### config.mk
export PLATFORM = sky130hd
export DESIGN_NAME = cdr_lock_ctrl
export DESIGN_NICKNAME = d
export VERILOG_FILES = /design/src/rtl/cdr_ctrl_pkg.sv /design/src/rtl/cdr_win_stats.sv /design/src/rtl/cdr_lock_ctrl.sv
export SDC_FILE = /design/constraint.sdc
export NUM_CORES = 1
export LEC_CHECK = 0
export BUFFER_PORTS_ARGS = -buffer_cell sky130_fd_sc_hd__clkbuf_2
export CAP_MARGIN = 5
export CORE_ASPECT_RATIO = 0.5
export CORE_MARGIN = 2
export CORE_UTILIZATION = 60
export CTS_BUF_LIST = sky130_fd_sc_hd__clkbuf_8 sky130_fd_sc_hd__clkbuf_16
export CTS_CLUSTER_SIZE = 30
export DETAILED_ROUTE_END_ITERATION = 7
export GPL_ROUTABILITY_DRIVEN = 1
export GPL_TIMING_DRIVEN = 1
export PLACE_DENSITY = 0.86
export REMOVE_ABC_BUFFERS = 1
export SYNTH_ARGS = -nofsm -noshare
export SYNTH_HDL_FRONTEND = slang
export SYNTH_HIERARCHICAL = 1
export SYNTH_SLANG_ARGS = --single-unit
export TNS_END_PERCENT = 50
### constraint.sdc
create_clock -name clk -period 17.92 [get_ports clk]
set_input_delay 3.584 -clock clk [delete_from_list [all_inputs] [get_ports clk]]
set_output_delay 3.584 -clock clk [all_outputs]
set_load 0.02 [all_outputs]
### src/rtl/cdr_ctrl_pkg.sv
`default_nettype none
// ============================================================================
// Module      : cdr_ctrl_pkg
// Description : Shared state encoding and default constants for the CDR lock
//               acquisition sequencer.
// Revision    : 1.0 - initial release
// ============================================================================
package cdr_ctrl_pkg;

   typedef enum logic [2:0] {
      ST_IDLE   = 3'd0,
      ST_ACQ    = 3'd1,
      ST_VERIFY = 3'd2,
      ST_LOCKED = 3'd3,
      ST_HOLD   = 3'd4
   } cdr_state_e;

   localparam int unsigned c_def_win_w           = 8;
   localparam int unsigned c_def_acq_windows     = 8;
   localparam int unsigned c_def_good_windows    = 4;
   localparam int unsigned c_def_timeout_windows = 64;
   localparam int unsigned c_def_lock_thr        = 16;
   localparam int unsigned c_def_unlock_thr      = 48;
   localparam int unsigned c_def_min_act         = 32;

   // Width of a counter indexing 0..n-1, never narrower than one bit.
   function automatic int unsigned cnt_width(input int unsigned n);
      return (n < 2) ? 1 : $clog2(n);
   endfunction

endpackage
`default_nettype wire

### src/rtl/cdr_win_stats.sv
`default_nettype none
// ============================================================================
// Module      : cdr_win_stats
// Description : Fixed-length Up/Dn vote window with good/bad classification.
// Revision    : 1.0 - initial release
// ============================================================================
module cdr_win_stats
   import cdr_ctrl_pkg::*;
#(
   parameter int unsigned WIN_W      = c_def_win_w,
   parameter int unsigned LOCK_THR   = c_def_lock_thr,
   parameter int unsigned UNLOCK_THR = c_def_unlock_thr,
   parameter int unsigned MIN_ACT    = c_def_min_act
) (
   input  logic clk,
   input  logic rst_n,
   input  logic clear_i,
   input  logic up_i,
   input  logic dn_i,
   output logic win_done_o,
   output logic win_good_o,
   output logic win_bad_o
);

   localparam logic [WIN_W:0] c_lock_thr   = (WIN_W+1)'(LOCK_THR);
   localparam logic [WIN_W:0] c_unlock_thr = (WIN_W+1)'(UNLOCK_THR);
   localparam logic [WIN_W:0] c_min_act    = (WIN_W+1)'(MIN_ACT);

   logic [WIN_W-1:0] win_cnt_q;
   logic [WIN_W:0]   up_cnt_q;
   logic [WIN_W:0]   dn_cnt_q;
   logic             w_up_vote;
   logic             w_dn_vote;
   logic [WIN_W:0]   w_up_tot;
   logic [WIN_W:0]   w_dn_tot;
   logic [WIN_W:0]   w_imb;
   logic [WIN_W:0]   w_act;

   // Simultaneous Up and Dn carry no phase information and count as neither.
   assign w_up_vote = up_i & ~dn_i;
   assign w_dn_vote = dn_i & ~up_i;

   // Totals include the current vote so the last cycle of a window is scored.
   assign w_up_tot = up_cnt_q + {{WIN_W{1'b0}}, w_up_vote};
   assign w_dn_tot = dn_cnt_q + {{WIN_W{1'b0}}, w_dn_vote};
   assign w_imb    = (w_up_tot >= w_dn_tot) ? (w_up_tot - w_dn_tot)
                                            : (w_dn_tot - w_up_tot);
   assign w_act    = w_up_tot + w_dn_tot;

   assign win_done_o = &win_cnt_q;
   assign win_good_o = win_done_o && (w_imb <= c_lock_thr) && (w_act >= c_min_act);
   assign win_bad_o  = win_done_o && ((w_imb > c_unlock_thr) || (w_act < c_min_act));

   always_ff @(posedge clk) begin
      if (!rst_n || clear_i) begin
         win_cnt_q <= '0;
         up_cnt_q  <= '0;
         dn_cnt_q  <= '0;
      end else begin
         win_cnt_q <= win_cnt_q + WIN_W'(1);
         if (win_done_o) begin
            up_cnt_q <= '0;
            dn_cnt_q <= '0;
         end else begin
            up_cnt_q <= w_up_tot;
            dn_cnt_q <= w_dn_tot;
         end
      end
   end

endmodule
`default_nettype wire

### src/rtl/cdr_lock_ctrl.sv
`default_nettype none
// ============================================================================
// Module      : cdr_lock_ctrl
// Description : CDR lock-acquisition sequencer: gain select, lock detect and
//               loop-filter hold control driven by windowed Up/Dn statistics.
// Revision    : 1.0 - initial release
// ============================================================================
module cdr_lock_ctrl
   import cdr_ctrl_pkg::*;
#(
   parameter int unsigned WIN_W           = c_def_win_w,
   parameter int unsigned ACQ_WINDOWS     = c_def_acq_windows,
   parameter int unsigned GOOD_WINDOWS    = c_def_good_windows,
   parameter int unsigned TIMEOUT_WINDOWS = c_def_timeout_windows,
   parameter int unsigned LOCK_THR        = c_def_lock_thr,
   parameter int unsigned UNLOCK_THR      = c_def_unlock_thr,
   parameter int unsigned MIN_ACT         = c_def_min_act
) (
   input  logic       clk,
   input  logic       rst_n,
   input  logic       en,
   input  logic       up,
   input  logic       dn,
   input  logic       freeze_req,
   output logic       gain_hi,
   output logic       dlf_hold,
   output logic       locked,
   output logic       lock_lost,
   output logic       acq_timeout,
   output logic [2:0] state
);

   localparam int unsigned c_acq_w  = cnt_width(ACQ_WINDOWS);
   localparam int unsigned c_ver_w  = cnt_width(TIMEOUT_WINDOWS);
   localparam int unsigned c_good_w = cnt_width(GOOD_WINDOWS);

   localparam logic [c_acq_w-1:0]  c_acq_last  = c_acq_w'(ACQ_WINDOWS - 1);
   localparam logic [c_ver_w-1:0]  c_ver_last  = c_ver_w'(TIMEOUT_WINDOWS - 1);
   localparam logic [c_good_w-1:0] c_good_last = c_good_w'(GOOD_WINDOWS - 1);

   cdr_state_e          state_q, state_d;
   logic [c_acq_w-1:0]  acq_cnt_q, acq_cnt_d;
   logic [c_ver_w-1:0]  ver_cnt_q, ver_cnt_d;
   logic [c_good_w-1:0] good_cnt_q, good_cnt_d;
   logic                lost_d;
   logic                timeout_d;
   logic                gain_hi_q;
   logic                dlf_hold_q;
   logic                locked_q;
   logic                lock_lost_q;
   logic                acq_timeout_q;
   logic                win_done;
   logic                win_good;
   logic                win_bad;
   logic                stats_clr;

   // Window restarts on every state change and stays idle while not observing.
   assign stats_clr = (state_d != state_q) || (state_q == ST_IDLE) ||
                      (state_q == ST_HOLD);

   cdr_win_stats #(
      .WIN_W      (WIN_W),
      .LOCK_THR   (LOCK_THR),
      .UNLOCK_THR (UNLOCK_THR),
      .MIN_ACT    (MIN_ACT)
   ) u_win_stats (
      .clk        (clk),
      .rst_n      (rst_n),
      .clear_i    (stats_clr),
      .up_i       (up),
      .dn_i       (dn),
      .win_done_o (win_done),
      .win_good_o (win_good),
      .win_bad_o  (win_bad)
   );

   always_comb begin
      state_d    = state_q;
      acq_cnt_d  = acq_cnt_q;
      ver_cnt_d  = ver_cnt_q;
      good_cnt_d = good_cnt_q;
      lost_d     = 1'b0;
      timeout_d  = 1'b0;

      case (state_q)
         ST_IDLE: begin
            if (en) state_d = ST_ACQ;
         end
         ST_ACQ: begin
            if (win_done) begin
               if (acq_cnt_q == c_acq_last) state_d = ST_VERIFY;
               else acq_cnt_d = acq_cnt_q + c_acq_w'(1);
            end
         end
         ST_VERIFY: begin
            if (win_done) begin
               ver_cnt_d  = ver_cnt_q + c_ver_w'(1);
               good_cnt_d = win_good ? (good_cnt_q + c_good_w'(1)) : '0;
               // Reaching lock on the final allowed window beats the timeout.
               if (win_good && (good_cnt_q == c_good_last)) begin
                  state_d = ST_LOCKED;
               end else if (ver_cnt_q == c_ver_last) begin
                  state_d   = ST_ACQ;
                  timeout_d = 1'b1;
               end
            end
         end
         ST_LOCKED: begin
            if (freeze_req) begin
               state_d = ST_HOLD;
            end else if (win_bad) begin
               state_d = ST_ACQ;
               lost_d  = 1'b1;
            end
         end
         ST_HOLD: begin
            if (!freeze_req) state_d = ST_LOCKED;
         end
         default: state_d = ST_IDLE;
      endcase

      if (!en) begin
         state_d   = ST_IDLE;
         lost_d    = 1'b0;
         timeout_d = 1'b0;
      end

      if ((state_d == ST_ACQ) && (state_q != ST_ACQ)) begin
         acq_cnt_d  = '0;
         ver_cnt_d  = '0;
         good_cnt_d = '0;
      end
   end

   // Outputs are decoded from the next state so they change with the state.
   always_ff @(posedge clk) begin
      if (!rst_n) begin
         state_q       <= ST_IDLE;
         acq_cnt_q     <= '0;
         ver_cnt_q     <= '0;
         good_cnt_q    <= '0;
         gain_hi_q     <= 1'b0;
         dlf_hold_q    <= 1'b1;
         locked_q      <= 1'b0;
         lock_lost_q   <= 1'b0;
         acq_timeout_q <= 1'b0;
      end else begin
         state_q       <= state_d;
         acq_cnt_q     <= acq_cnt_d;
         ver_cnt_q     <= ver_cnt_d;
         good_cnt_q    <= good_cnt_d;
         gain_hi_q     <= (state_d == ST_ACQ);
         dlf_hold_q    <= (state_d == ST_IDLE) || (state_d == ST_HOLD);
         locked_q      <= (state_d == ST_LOCKED) || (state_d == ST_HOLD);
         lock_lost_q   <= lost_d;
         acq_timeout_q <= timeout_d;
      end
   end

   assign gain_hi     = gain_hi_q;
   assign dlf_hold    = dlf_hold_q;
   assign locked      = locked_q;
   assign lock_lost   = lock_lost_q;
   assign acq_timeout = acq_timeout_q;
   assign state       = state_q;

endmodule
`default_nettype wire

* Word level (Yosys, flattened, before mapping)
Index checks and enable logic that the tools add are counted.
** Word-level totals
- Register bits :: 45
- Bits of input ports :: 6
- Output and inout bits :: 8
- Word-level logic and storage cells :: 83
** Cells by class
- $add $sub $neg :: 9
- Magnitude comparators :: 5
- Equality and inequality tests :: 12
- Multiplexer cells :: 14
- Bitwise gates (word level) :: 10
- Reduce and logical (&&, ||, !) cells :: 21
** Operators with widths (count)
- 3-bit two-way mux :: 9
- 9-bit by 1-bit adder with 9-bit output :: 2
- 9-bit subtractor :: 2
- 3-bit one-hot mux with 5 select lines :: 1
- 10-bit AND reduction :: 1
- 9-bit adder :: 1
- 3-bit by 2-bit equality test with 1-bit output, second input constant :: 3
- 3-bit equality test, second input constant :: 3
- 9-bit by 6-bit >= comparator with 1-bit output, second input constant :: 1
- 9-bit >= comparator :: 1
- 9-bit by 6-bit > comparator with 1-bit output, second input constant :: 1
- 9-bit by 5-bit less-or-equal comparator with 1-bit output, second input constant :: 1
- 9-bit by 6-bit less-than comparator with 1-bit output, second input constant :: 1
- 9-bit two-way mux :: 1
- 9-bit AND reduction :: 1
- 8-bit by 1-bit adder with 8-bit output, second input constant :: 1
- 1-bit inverter :: 8
- 8-bit AND reduction :: 1
- 6-bit by 1-bit adder with 6-bit output, second input constant :: 1
- 3-bit by 1-bit equality test with 1-bit output, second input constant :: 2
- 6-bit equality test, second input constant :: 1
- 3-bit logical NOT :: 2
- 1-bit logical OR :: 6
- 1-bit logical AND :: 5
- 12 further kinds :: 15

* Longest topological paths before layout
Gate-level depths: netlist (run 1).
- Word-level depth :: 18
- Mapped depth :: 27

* Hierarchy
The synthesis (run 1) kept the hierarchy.
** Modules (own cells, without submodules)
- cdr_win_stats :: times used 1, cells an instance 276, area each 2263.4 um2
- cdr_lock_ctrl :: times used 1, cells an instance 106, area each 993.5 um2

* Worst setup path before layout (run 1)
Ideal clock, no wire load.
- Kind :: input -> register
- Start :: in dn
- End :: reg u_win_stats.dn_cnt_q[0]
- Library setup time :: 0.126 ns
- Arrival time :: 8.397 ns
- Setup slack :: 9.397 ns
- Stages on the path :: 25
- Buffers on the path :: 3
- Cells stage by stage :: nor2b_1 ha_1 ha_1 nand3_1 or2_2 xor2_1 ha_1 nand4_1 or3_4 a32oi_4 or2_4 mux2_1 a221oi_2 and4_1 and2_1 o21ba_2 o21ai_0 o22ai_1 a2bb2oi_1 nand2b_1 clkbuf_1 nand2b_1 clkbuf_1 clkbuf_1 nor2_1
** Between the ends
- Cells in the longest elaborated chain, start to end :: 18
- Elaborated cells on any way between the ends :: 30
** Ends and longest elaborated chain
- start, declared :: line cdr_lock_ctrl.sv:23 : input logic dn,
- 1-bit inverter :: line cdr_win_stats.sv:40 : assign w_up_vote = up_i & ~dn_i;
- 1-bit bitwise AND :: line cdr_win_stats.sv:40
- 9-bit by 1-bit adder with 9-bit output :: line cdr_win_stats.sv:44 : assign w_up_tot = up_cnt_q + {{WIN_W{1'b0}}, w_up_vote};
- 9-bit subtractor (tied with other cells) :: line cdr_win_stats.sv:47 : : (w_dn_tot - w_up_tot);
- 9-bit two-way mux :: line cdr_win_stats.sv:46 : assign w_imb = (w_up_tot >= w_dn_tot) ? (w_up_tot - w_dn_tot)
- 9-bit by 5-bit less-or-equal comparator with 1-bit output :: line cdr_win_stats.sv:51 : assign win_good_o = win_done_o && (w_imb <= c_lock_thr) && (w_act >= c_min_act);
- 1-bit logical AND :: line cdr_win_stats.sv:51
- 1-bit logical AND (*) :: line cdr_win_stats.sv:51
- named net win_good :: line cdr_lock_ctrl.sv:53 : logic win_good;
- (+2 left out)
- 3-bit two-way mux (*) :: line cdr_lock_ctrl.sv:96 : if (win_done) begin
- 3-bit one-hot mux with 5 select lines (*) :: line cdr_lock_ctrl.sv:85 : case (state_q)
- 3-bit two-way mux (*) :: line cdr_lock_ctrl.sv:122 : if (!en) begin
- 3-bit != test (*) :: line cdr_lock_ctrl.sv:58 : assign stats_clr = (state_d != state_q) || (state_q == ST_IDLE) ||
- 1-bit logical OR (*) (2 in a row) :: line cdr_lock_ctrl.sv:58
- named net stats_clr :: line cdr_lock_ctrl.sv:55 : logic stats_clr;
- 1-bit logical OR (*) :: line cdr_win_stats.sv:55 : if (!rst_n || clear_i) begin
- 2-bit OR reduction (no line) (*)
- end signal, assigned :: line cdr_win_stats.sv:66 : dn_cnt_q <= w_dn_tot;
- end, declared :: line cdr_win_stats.sv:31 : logic [WIN_W:0] dn_cnt_q;
Mark *: on every way through the listed nets, which the timed path passes. The rest lies on a longest branch.
A chain may end at the register's enable or synchronous reset.

* Worst setup path in the final report (run 1)
- Start :: in up
- End :: reg u_win_stats.up_cnt_q[8]
** Between the ends
- Elaborated cells on any way between the ends :: 30
** RTL lines
- start, declared :: line cdr_lock_ctrl.sv:22 : input logic up,
- 1-bit bitwise AND (*) :: line cdr_win_stats.sv:40
- 9-bit by 1-bit adder with 9-bit output (*) :: line cdr_win_stats.sv:44
- named net u_win_stats.w_up_tot[6] :: line cdr_win_stats.sv:34 : logic [WIN_W:0] w_up_tot;
- 9-bit subtractor (tied with other cells) :: line cdr_win_stats.sv:47
- 9-bit two-way mux :: line cdr_win_stats.sv:46
- 9-bit by 5-bit less-or-equal comparator with 1-bit output :: line cdr_win_stats.sv:51
- 1-bit logical AND :: line cdr_win_stats.sv:51
- 1-bit logical AND (*) :: line cdr_win_stats.sv:51
- named net win_good :: line cdr_lock_ctrl.sv:53
- (+2 left out)
- 3-bit two-way mux (*) :: line cdr_lock_ctrl.sv:96
- 3-bit one-hot mux with 5 select lines (*) :: line cdr_lock_ctrl.sv:85
- 3-bit two-way mux (*) :: line cdr_lock_ctrl.sv:122
- 3-bit != test (*) :: line cdr_lock_ctrl.sv:58
- 1-bit logical OR (*) (2 in a row) :: line cdr_lock_ctrl.sv:58
- named net stats_clr :: line cdr_lock_ctrl.sv:55
- 1-bit logical OR (*) :: line cdr_win_stats.sv:55
- 2-bit OR reduction (no line) (*)
- end signal, assigned :: line cdr_win_stats.sv:65 : up_cnt_q <= w_up_tot;
- end, declared :: line cdr_win_stats.sv:30 : logic [WIN_W:0] up_cnt_q;
Marked as above.

==> impl_metrics.yaml, run 1 <==
sta:
  hold_violations: 0
  rsz0062_at_grt: "no"
  slew_headroom_pct: 32.0
  fin_crit_ns: 9.09
  fin_tns_setup_ns: 0
  setup_viol: 0
  worst_pin_slew_ns: 1.01
  fmax_mhz: 110
  holdWs_ns: 0.445
  slew_viol_final: 0
  finalCritPeriodShare_pct: 50.7
  finalClockSkew_ns: 0.00498
worst_setup_path:
  crit_path_max_fanout: 18
  cp-end-kind: "register"
  crit_path_start_kind: "primary input"
  r2r-start: "u_win_stats/dn_cnt_q[0]"
  critPathKind: "in2reg"
  crit_start: "up"
  worst_ep_required_time_ns: 18.14
  arrival_ns: 9.31
drt:
  wl_met2_um: 3420
  drt-pass1-iter-count: 5
  antenna_left: 0
  drt_iter0_markers: 140
  top_layer: "met4"
  dr_total_vias: 2704
  detail_route.wirelength_um: 6910
  dr_wl_met3_um: 285
  drc_errors: 0
  wl_met1_um: 3100
  vias_per_cell: 5.92
  wire_per_inst_um: 15.1
global_routing:
  grt_pass1_vias: 2715
  grtUsageTotal_pct: 24.2
  overflow: 0
  antenna_found_initial: 0
  grt_max_degree: 19
  grt_pass1_wl_um: 11900
layout:
  final_common_cell: "nor2_1"
  layout.nets: 431
  antenna_cells: 0
  final_cell_mix: "nor2_1, dfxtp_1, ha_1, inv_1, nand2_1"
  syn_to_final_growth_pct: 4.49
  drive_above_1_share_pct: 10.1
  stdcell_count: 457
place:
  hpwl_um: 5380
  port_buffers: 13
  dp_cells: 450
  place_congestion: 0.918
synthesis:
  synth_edf_count: 0
  synth.avg_cell_area_um2: 8.53
  ys_warn_count: 6
  ys_ff_latch: 45
  syn-cell-area_um2: 3260
  synth_cell_types: 69
  ys.flop_type: "dfxtp_1"
  postSynthCellCount: 382
  yosysSeqAreaShare_pct: 27.7
  ys_async_sr_fraction_pct: 0
cts:
  htreeDepth: 2
  worstSkewPairLatency_ns: 0.29
  cts_tree: "done"
  cts_made_buffers: 5
  cts_buffer_depth: 2
  cts_resized: 0
  post-cts-setup-buffers: 0
  clock_tree.root_cell: "clkbuf_8"
  clk_pin_slew_ns: 0.07
  cts.sinks: 45
  hold_buffers: 0
floorplan:
  die_area_um2: 6070
  die_x_um: 108
  coreArea_um2: 5070
  placementRows: 18
  start_util_pct: 64.3
  io_pins: 14
  die_h_um: 56.1
outcome:
  status: "finished clean"
min_path:
  hold_path.class: "reg2reg"
  min_from: "u_win_stats/win_cnt_q[0]"
pwr:
  swShare_pct: 22.4
  p_comb_share_pct: 9.9
  vdd_ir_drop_max_mv: 0.0652
  p_sw_mw: 0.0399
  intPower_mw: 0.138
  p_leak_nw: 1.52
  p_seq_share_pct: 56.8
  p_clk_share_pct: 33.4
  p_per_area_nw_per_um2: 52.3
run:
  maxCapViolCount: 0
[final timing paths]
path         cells past startpoint  slack (ns)                  endpoint
max                             23        8.83   u_win_stats/up_cnt_q[8]
min                              1        0.44  u_win_stats/win_cnt_q[0]
max reg2reg                     21       12.05   u_win_stats/up_cnt_q[8]
min reg2reg                      1        0.44  u_win_stats/win_cnt_q[0]
[power groups by stage]
stage	combinational, mW	clock, mW	sequential [mW]
after floorplan	0.0124	0	0.104
after global placement	0.0166	0	0.103
after detailed placement	0.0171	0	0.103
after CTS	0.0172	0.0613	0.101
after global routing	0.0189	0.0657	0.101
final	0.0175	0.0594	0.101
[cells in the mapped netlist (5+ instances only)]
library cell	number	area share, %
nor2_1	52	6.0
dfxtp_1	45	28
ha_1	35	13
inv_1	29	3.3
nand2_1	23	2.7
a21oi_1	20	3.1
xor2_1	19	5.1
nand3_1	17	2.6
xnor2_1	11	3.0
o21ai_0	9	1.4
nand4_1	8	1.5
and3_1	7	1.3
clkbuf_1	7	0.81
nor3_1	7	1.1
and2_1	5	0.96
nand2b_1	5	0.96
[cell families after synthesis]
logic type / count (synthesis) / synth area share (%)
AO/OA/AOI/OAI: 66 / 15.5
XOR/XNOR: 30 / 8.07
adder cells (fa/ha/maj): 38 / 15.3
multiplexers: 6 / 1.92
flip-flops: 45 / 27.7
buffers and inverters: 44 / 6.19
AND/OR/NAND/NOR: 153 / 25.4
[critical path, stage by stage]
cell       delay (ns)
clkbuf_2         0.08
nor2b_1          0.20
ha_1             0.19
ha_1             0.26
nand2_1          0.10
xor2_1           0.27
inv_1            0.11
ha_1             0.57
nand4_1          0.17
or3_4            0.41
a32oi_4          0.30
or2_4            0.22
mux2_1           0.34
a221oi_2         0.26
and4_1           0.33
and2_1           0.21
o21ba_2          0.19
o22ai_1          0.28
nand2_1          0.10
a2bb2oi_1        0.14
nand2b_1         0.28
nand2b_1         0.49
nor2b_1          0.21
[per-stage QoR]
step / worst slack [ns] / instance area (um2) / utilization [%] / power (mW)
2_1_floorplan: 9.51 / 3160 / - / 0.116
6_report: 8.83 / 3400 / 67.2 / 0.178
3_5_place_dp: 8.63 / 3320 / 65.5 / 0.121
4_1_cts: 8.89 / 3400 / 67.2 / 0.180
3_3_place_gp: 8.88 / 3320 / 65.5 / 0.120
5_1_grt: 8.40 / 3400 / 67.2 / 0.186
[registers in the layout (all words and copies together) (netlist names)]
signal,cells
u_win_stats/dn_cnt_q,9
acq_cnt_q,3
ver_cnt_q,6
u_win_stats/up_cnt_q,9
state,3
dlf_hold,1
lock_lost,1
gain_hi,1
locked,1
good_cnt_q,2
u_win_stats/win_cnt_q,8
acq_timeout,1
[layer usage]
metal	vias to the layer above	track usage, %
li1	1328	-
met1	1282	29.7
met2	78	42.0
met3	16	4.33
met4	0	9.71
met5	-	0
[area by class of cell]
| class | instances | area (um2) |
|---|---|---|
| inverters | 29 | 109 |
| multi-input cells | 293 | 2150 |
| fillers | 385 | 1660 |
| clock inverters | 1 | 3.75 |
| flip-flops and latches | 45 | 901 |
| well taps | 70 | 87.6 |
| clock buffers | 6 | 82.6 |
| repair buffers | 13 | 65.1 |
Power figures use the tool's default switching activity.
==> run 2, diff against run 1 <==
Settings changed: ABC_AREA set to 1, CORE_UTILIZATION 60 to 57, PLACE_DENSITY 0.86 to 0.85.
Clock period 17.92 ns to 7.7 ns, I/O delays scaled along.
==> run 2 against run 1 <==
Against the previous run:
- die area up 13%
- core utilization shrank 4.7 points
- synthesized cell count up 35%
- critical path type unchanged
==> impl_metrics.yaml, run 2 <==
synthesis:
  syn-cell-area_um2: 3510
  synth_cell_types: 36
  yosys.area.top_type_share_pct: 25.6
  yosys-top-cells-count: "nand2_1, inv_1, nor2_1"
  synth_top_area_cell: "dfxtp_1"
  ys_ff_latch: 45
  ys_async_sr_fraction_pct: 0
  synth.most_common_cell: "nand2_1"
  yosysSeqAreaShare_pct: 25.6
  ys.flop_type: "dfxtp_1"
  ys_warn_count: 6
  synth.avg_cell_area_um2: 6.81
  postSynthCellCount: 516
  synth_area_leaders: "dfxtp_1, nand2_1, ha_1, inv_1, nor2_1"
  synth_edf_count: 0
cts:
  worstSkewPairLatency_ns: 0.28
  cts_buffer_depth: 2
  htreeDepth: 2
  cts.sinks: 45
  cts_tree: "done"
  cts_resized: 0
  cts_made_buffers: 5
  hold_buffers: 0
  clk_pin_slew_ns: 0.05
  post-cts-setup-buffers: 0
  clock_tree.root_cell: "clkbuf_16"
global_routing:
  antenna_found_initial: 0
  grt_pass1_wl_um: 11500
  grt_pass1_vias: 2671
  grt_max_degree: 19
  overflow: 0
  grtUsageTotal_pct: 21.0
layout:
  fin_area_um2: 3750
  antenna_cells: 0
  syn_to_final_growth_pct: 6.70
  final_cell_mix: "nand2_1, inv_1, nor2_1, dfxtp_1, nand3_1"
  stdcell_count: 606
  reg_top3: "u_win_stats/dn_cnt_q: 9 flops, u_win_stats/up_cnt_q: 9 flops, u_win_stats/win_cnt_q: 8 flops"
  layout.nets: 573
  fin_util_pct: 62.4
  final_common_cell: "nand2_1"
  drive_above_1_share_pct: 11.0
drt:
  drc_errors: 0
  dr_total_vias: 3086
  drt_iter0_markers: 140
  vias_per_cell: 5.09
  wire_per_inst_um: 11.7
  detail_route.wirelength_um: 7100
  drt-pass1-iter-count: 4
  antenna_left: 0
sta:
  slew_headroom_pct: 48.7
  finalClockSkew_ns: 0.00314
  slew_viol_final: 0
  finalCritPeriodShare_pct: 78.9
  fin_tns_setup_ns: 0
  fmax_mhz: 165
  rsz0062_at_grt: "no"
  fin_crit_ns: 6.07
  setup_viol: 0
  worst_pin_slew_ns: 0.767
  hold_violations: 0
worst_setup_path:
  crit_path_max_fanout: 18
  cp-end-kind: "register"
  crit_path_start_kind: "primary input"
  crit_path_frequent_cell: "nor2_1"
  max_stage_delay_ns: 0.38
  arrival_ns: 6.28
  worst_ep_required_time_ns: 7.90
  reg2reg_depth: 27
  cp_slowest_cell: "nor2_1"
  critPathKind: "in2reg"
floorplan:
  io_pins: 14
  coreArea_um2: 6010
  start_util_pct: 58.5
  die_h_um: 59.5
  die_x_um: 115
  die_area_um2: 6850
  placementRows: 20
pwr:
  p_leak_nw: 1.93
  power.total_mw: 0.491
  vdd_ir_drop_max_mv: 0.115
  p_per_area_nw_per_um2: 131
place:
  hpwl_um: 5660
  place_area_um2: 3610
  place_congestion: 0.966
  dp_cells: 599
  port_buffers: 13
run:
  maxCapViolCount: 0
min_path:
  min_delay_path_depth: 1
  hold_path.class: "reg2reg"
outcome:
  status: "finished clean"
==> run 2: cell types whose count changed after synthesis, moves of 7 or more <==
cell	before	now
and3_1	7	0
clkbuf_1	7	0
inv_1	29	86
nand2_1	23	121
nand2_2	0	8
nand3_1	17	44
nor2_1	52	65
nor2_2	0	12
xnor2_1	11	4
==> run 2: per-layer routing <==
layer | up-vias | track usage [%] | wire, um
met2 | 45 | 38.0 | 3360
met1 | 1408 | 26.8 | 3480
met4 | 0 | 5.85 | 77
met5 | - | 0 | 0
met3 | 8 | 2.86 | 179
li1 | 1625 | - | -
==> run 2: final cells by class <==
cell class / count / area (um2)
Clock buffer: 6 / 139
Clock inverter: 1 / 3.75
Fill cell: 508 / 2260
Inverter: 89 / 339
Multi-Input combinational cell: 375 / 2200
Sequential cell: 45 / 901
Tap cell: 77 / 96.3
Timing Repair Buffer: 13 / 65.1
==> run 2: cell families after synthesis <==
kind of cell / synth area share (%)
xor+xnor: 5.73
mux: 0.641
buf+inv: 11.6
simple gates: 35.9
flops: 25.6
fa+ha+maj: 14.2
compound gates: 6.30
==> run 2: per-stage QoR <==
step	hold WS (ns)	worst slack [ns]
2_1_floorplan	0.418	2.45
3_3_place_gp	0.430	1.55
3_5_place_dp	0.444	1.39
4_1_cts	0.452	1.65
5_1_grt	0.465	1.14
6_report	0.445	1.63
==> run 2: power by group <==
group          leakage (nW)  internal (mW)  switching, mW
registers             0.363          0.234        0.00131
clock network        0.0741          0.126         0.0746
logic                  1.49         0.0190         0.0358
==> run 2: final timing paths <==
check                           slack, ns                        to                startpoint
worst max-delay path                 1.63   u_win_stats/dn_cnt_q[4]                        up
worst min-delay path                 0.45  u_win_stats/win_cnt_q[0]  u_win_stats/win_cnt_q[0]
worst max register to register       2.80   u_win_stats/dn_cnt_q[4]   u_win_stats/dn_cnt_q[0]
worst min register to register       0.45  u_win_stats/win_cnt_q[0]  u_win_stats/win_cnt_q[0]
==> run 2: critical path, delay by kind of cell <==
kind,cells,cell delay [ns]
simple gates,19,2.86
xor+xnor,1,0.25
compound gates,4,0.73
fa+ha+maj,3,0.69
buf+inv,3,0.20
==> run 3, diff against run 2 <==
Settings changed: CORE_UTILIZATION 57 to 60, PLACE_DENSITY 0.85 to 0.86.
Clock period 7.7 ns to 5.85 ns, I/O delays scaled along.
==> run 3 against run 2 <==
Against the previous run:
- count of clock-buffer cells in the layout did not move
- die area is 4.7% lower
- sequential cell count unchanged
- first-iteration DRC count grew 10%
- clock power is 33% higher
- largest cell class unchanged
- final area up 0.13%
==> impl_metrics.yaml, run 3 (same netlist as run 2, synthesis figures left out) <==
outcome:
  status: "finished clean"
pwr:
  p_per_area_nw_per_um2: 173
  p_leak_nw: 1.93
  vdd_ir_drop_max_mv: 0.205
  power.total_mw: 0.648
worst_setup_path:
  crit_path_start_kind: "primary input"
  reg2reg_depth: 27
  critPathKind: "in2reg"
  r2r_slack_ns: 1.42
  crit_path_max_fanout: 18
  rr_endpoint: "u_win_stats/dn_cnt_q[6]"
  cp-end-kind: "register"
  arrival_ns: 5.47
  max_stage_delay_ns: 0.35
  worst_ep_required_time_ns: 6.06
  r2r-start: "u_win_stats/up_cnt_q[0]"
  cp_slowest_cell: "ha_1"
sta:
  slew_headroom_pct: 47.7
  fin_crit_ns: 5.25
  hold_violations: 0
  setup_viol: 0
  rsz0062_at_grt: "no"
  fmax_mhz: 190
  fin_tns_setup_ns: 0
  slew_viol_final: 0
  worst_pin_slew_ns: 0.781
  finalCritPeriodShare_pct: 89.8
  finalClockSkew_ns: 0.00500
drt:
  drc_errors: 0
  dr_wl_met3_um: 223
  wl_met2_um: 3040
  dr_total_vias: 3015
  wire_per_inst_um: 11.1
  vias_per_cell: 5.00
  top_layer: "met4"
  wl_met1_um: 3360
  detail_route.wirelength_um: 6720
  drt-pass1-iter-count: 4
  drt_iter0_markers: 154
  antenna_left: 0
cts:
  htreeDepth: 2
  hold_buffers: 0
  clk_pin_slew_ns: 0.06
  cts_tree: "done"
  cts_resized: 0
  cts.sinks: 45
  cts_made_buffers: 5
  worstSkewPairLatency_ns: 0.28
  post-cts-setup-buffers: 0
  cts_buffer_depth: 2
  clock_tree.root_cell: "clkbuf_16"
layout:
  syn_to_final_growth_pct: 6.84
  fin_area_um2: 3750
  final_cell_mix: "nand2_1, inv_1, nor2_1, dfxtp_1, nand3_1"
  fill_cells: 460
  reg_top3: "u_win_stats/dn_cnt_q: 9 flops, u_win_stats/up_cnt_q: 9 flops, u_win_stats/win_cnt_q: 8 flops"
  layout.nets: 574
  multi_input_area_um2: 2210
  antenna_cells: 0
  final_common_cell: "nand2_1"
  drive_above_1_share_pct: 11.3
  fin_util_pct: 67.5
  final-seq-area_um2: 901
floorplan:
  start_util_pct: 63.2
  die_area_um2: 6520
  io_pins: 14
  coreArea_um2: 5560
  placementRows: 19
  die_x_um: 112
  die_h_um: 58.1
global_routing:
  antenna_found_initial: 0
  grt_pass1_vias: 2748
  grt_max_degree: 19
  grtUsageTotal_pct: 21.5
  grt_pass1_wl_um: 11400
  overflow: 0
min_path:
  min_delay_path_depth: 1
  hold_end: "u_win_stats/win_cnt_q[0]"
  min_from: "u_win_stats/win_cnt_q[0]"
  hold_path.class: "reg2reg"
place:
  place_area_um2: 3610
  place_congestion: 0.979
  port_buffers: 13
  hpwl_um: 5440
run:
  maxCapViolCount: 0
-- run 3: where the power goes --
group	internal, mW	switching [mW]	leakage, nW
clock network	0.166	0.101	0.0741
logic	0.0254	0.0458	1.50
registers	0.309	0.00171	0.363
total	0.500	0.149	1.93
-- run 3: critical path: cells and delay by family --
| kind | cells | cell delay, ns |
|---|---|---|
| compound gates | 2 | 0.41 |
| buf+inv | 3 | 0.21 |
| fa+ha+maj | 3 | 0.69 |
| simple gates | 21 | 2.75 |
| xor+xnor | 1 | 0.23 |
-- run 3: per-layer routing --
layer | track usage [%] | up-vias
met4 | 8.71 | 0
li1 | - | 1622
met1 | 27.4 | 1331
met2 | 37.8 | 53
met3 | 2.82 | 9
met5 | 0 | -
-- run 3: stage by stage --
stage / std cells / setup slack [ns] / hold WS, ns
floorplan: 509 / 0.970 / 0.418
global placement: 596 / 0.380 / 0.430
detailed placement: 596 / 0.333 / 0.437
CTS: 603 / 0.538 / 0.446
global route: 603 / 0.0336 / 0.473
finish: 603 / 0.596 / 0.439
-- run 3: cell type report --
type | count | area share (%)
Timing Repair Buffer | 14 | 1.93
Clock buffer | 6 | 3.70
Sequential cell | 45 | 24.0
Multi-Input combinational cell | 375 | 58.8
Tap cell | 73 | 2.43
Clock inverter | 1 | 0.100
Inverter | 89 | 9.03
-- run 3: worst max path at each step --
| stage | start | depth (start not counted) | to |
|---|---|---|---|
| finish | up | 30 | u_win_stats/dn_cnt_q[6] |
| global route | up | 32 | u_win_stats/dn_cnt_q[6] |
| global placement | up | 30 | u_win_stats/dn_cnt_q[6] |
| CTS | up | 30 | u_win_stats/dn_cnt_q[6] |
| detailed placement | up | 30 | u_win_stats/dn_cnt_q[6] |
| floorplan | up | 29 | u_win_stats/up_cnt_q[8] |
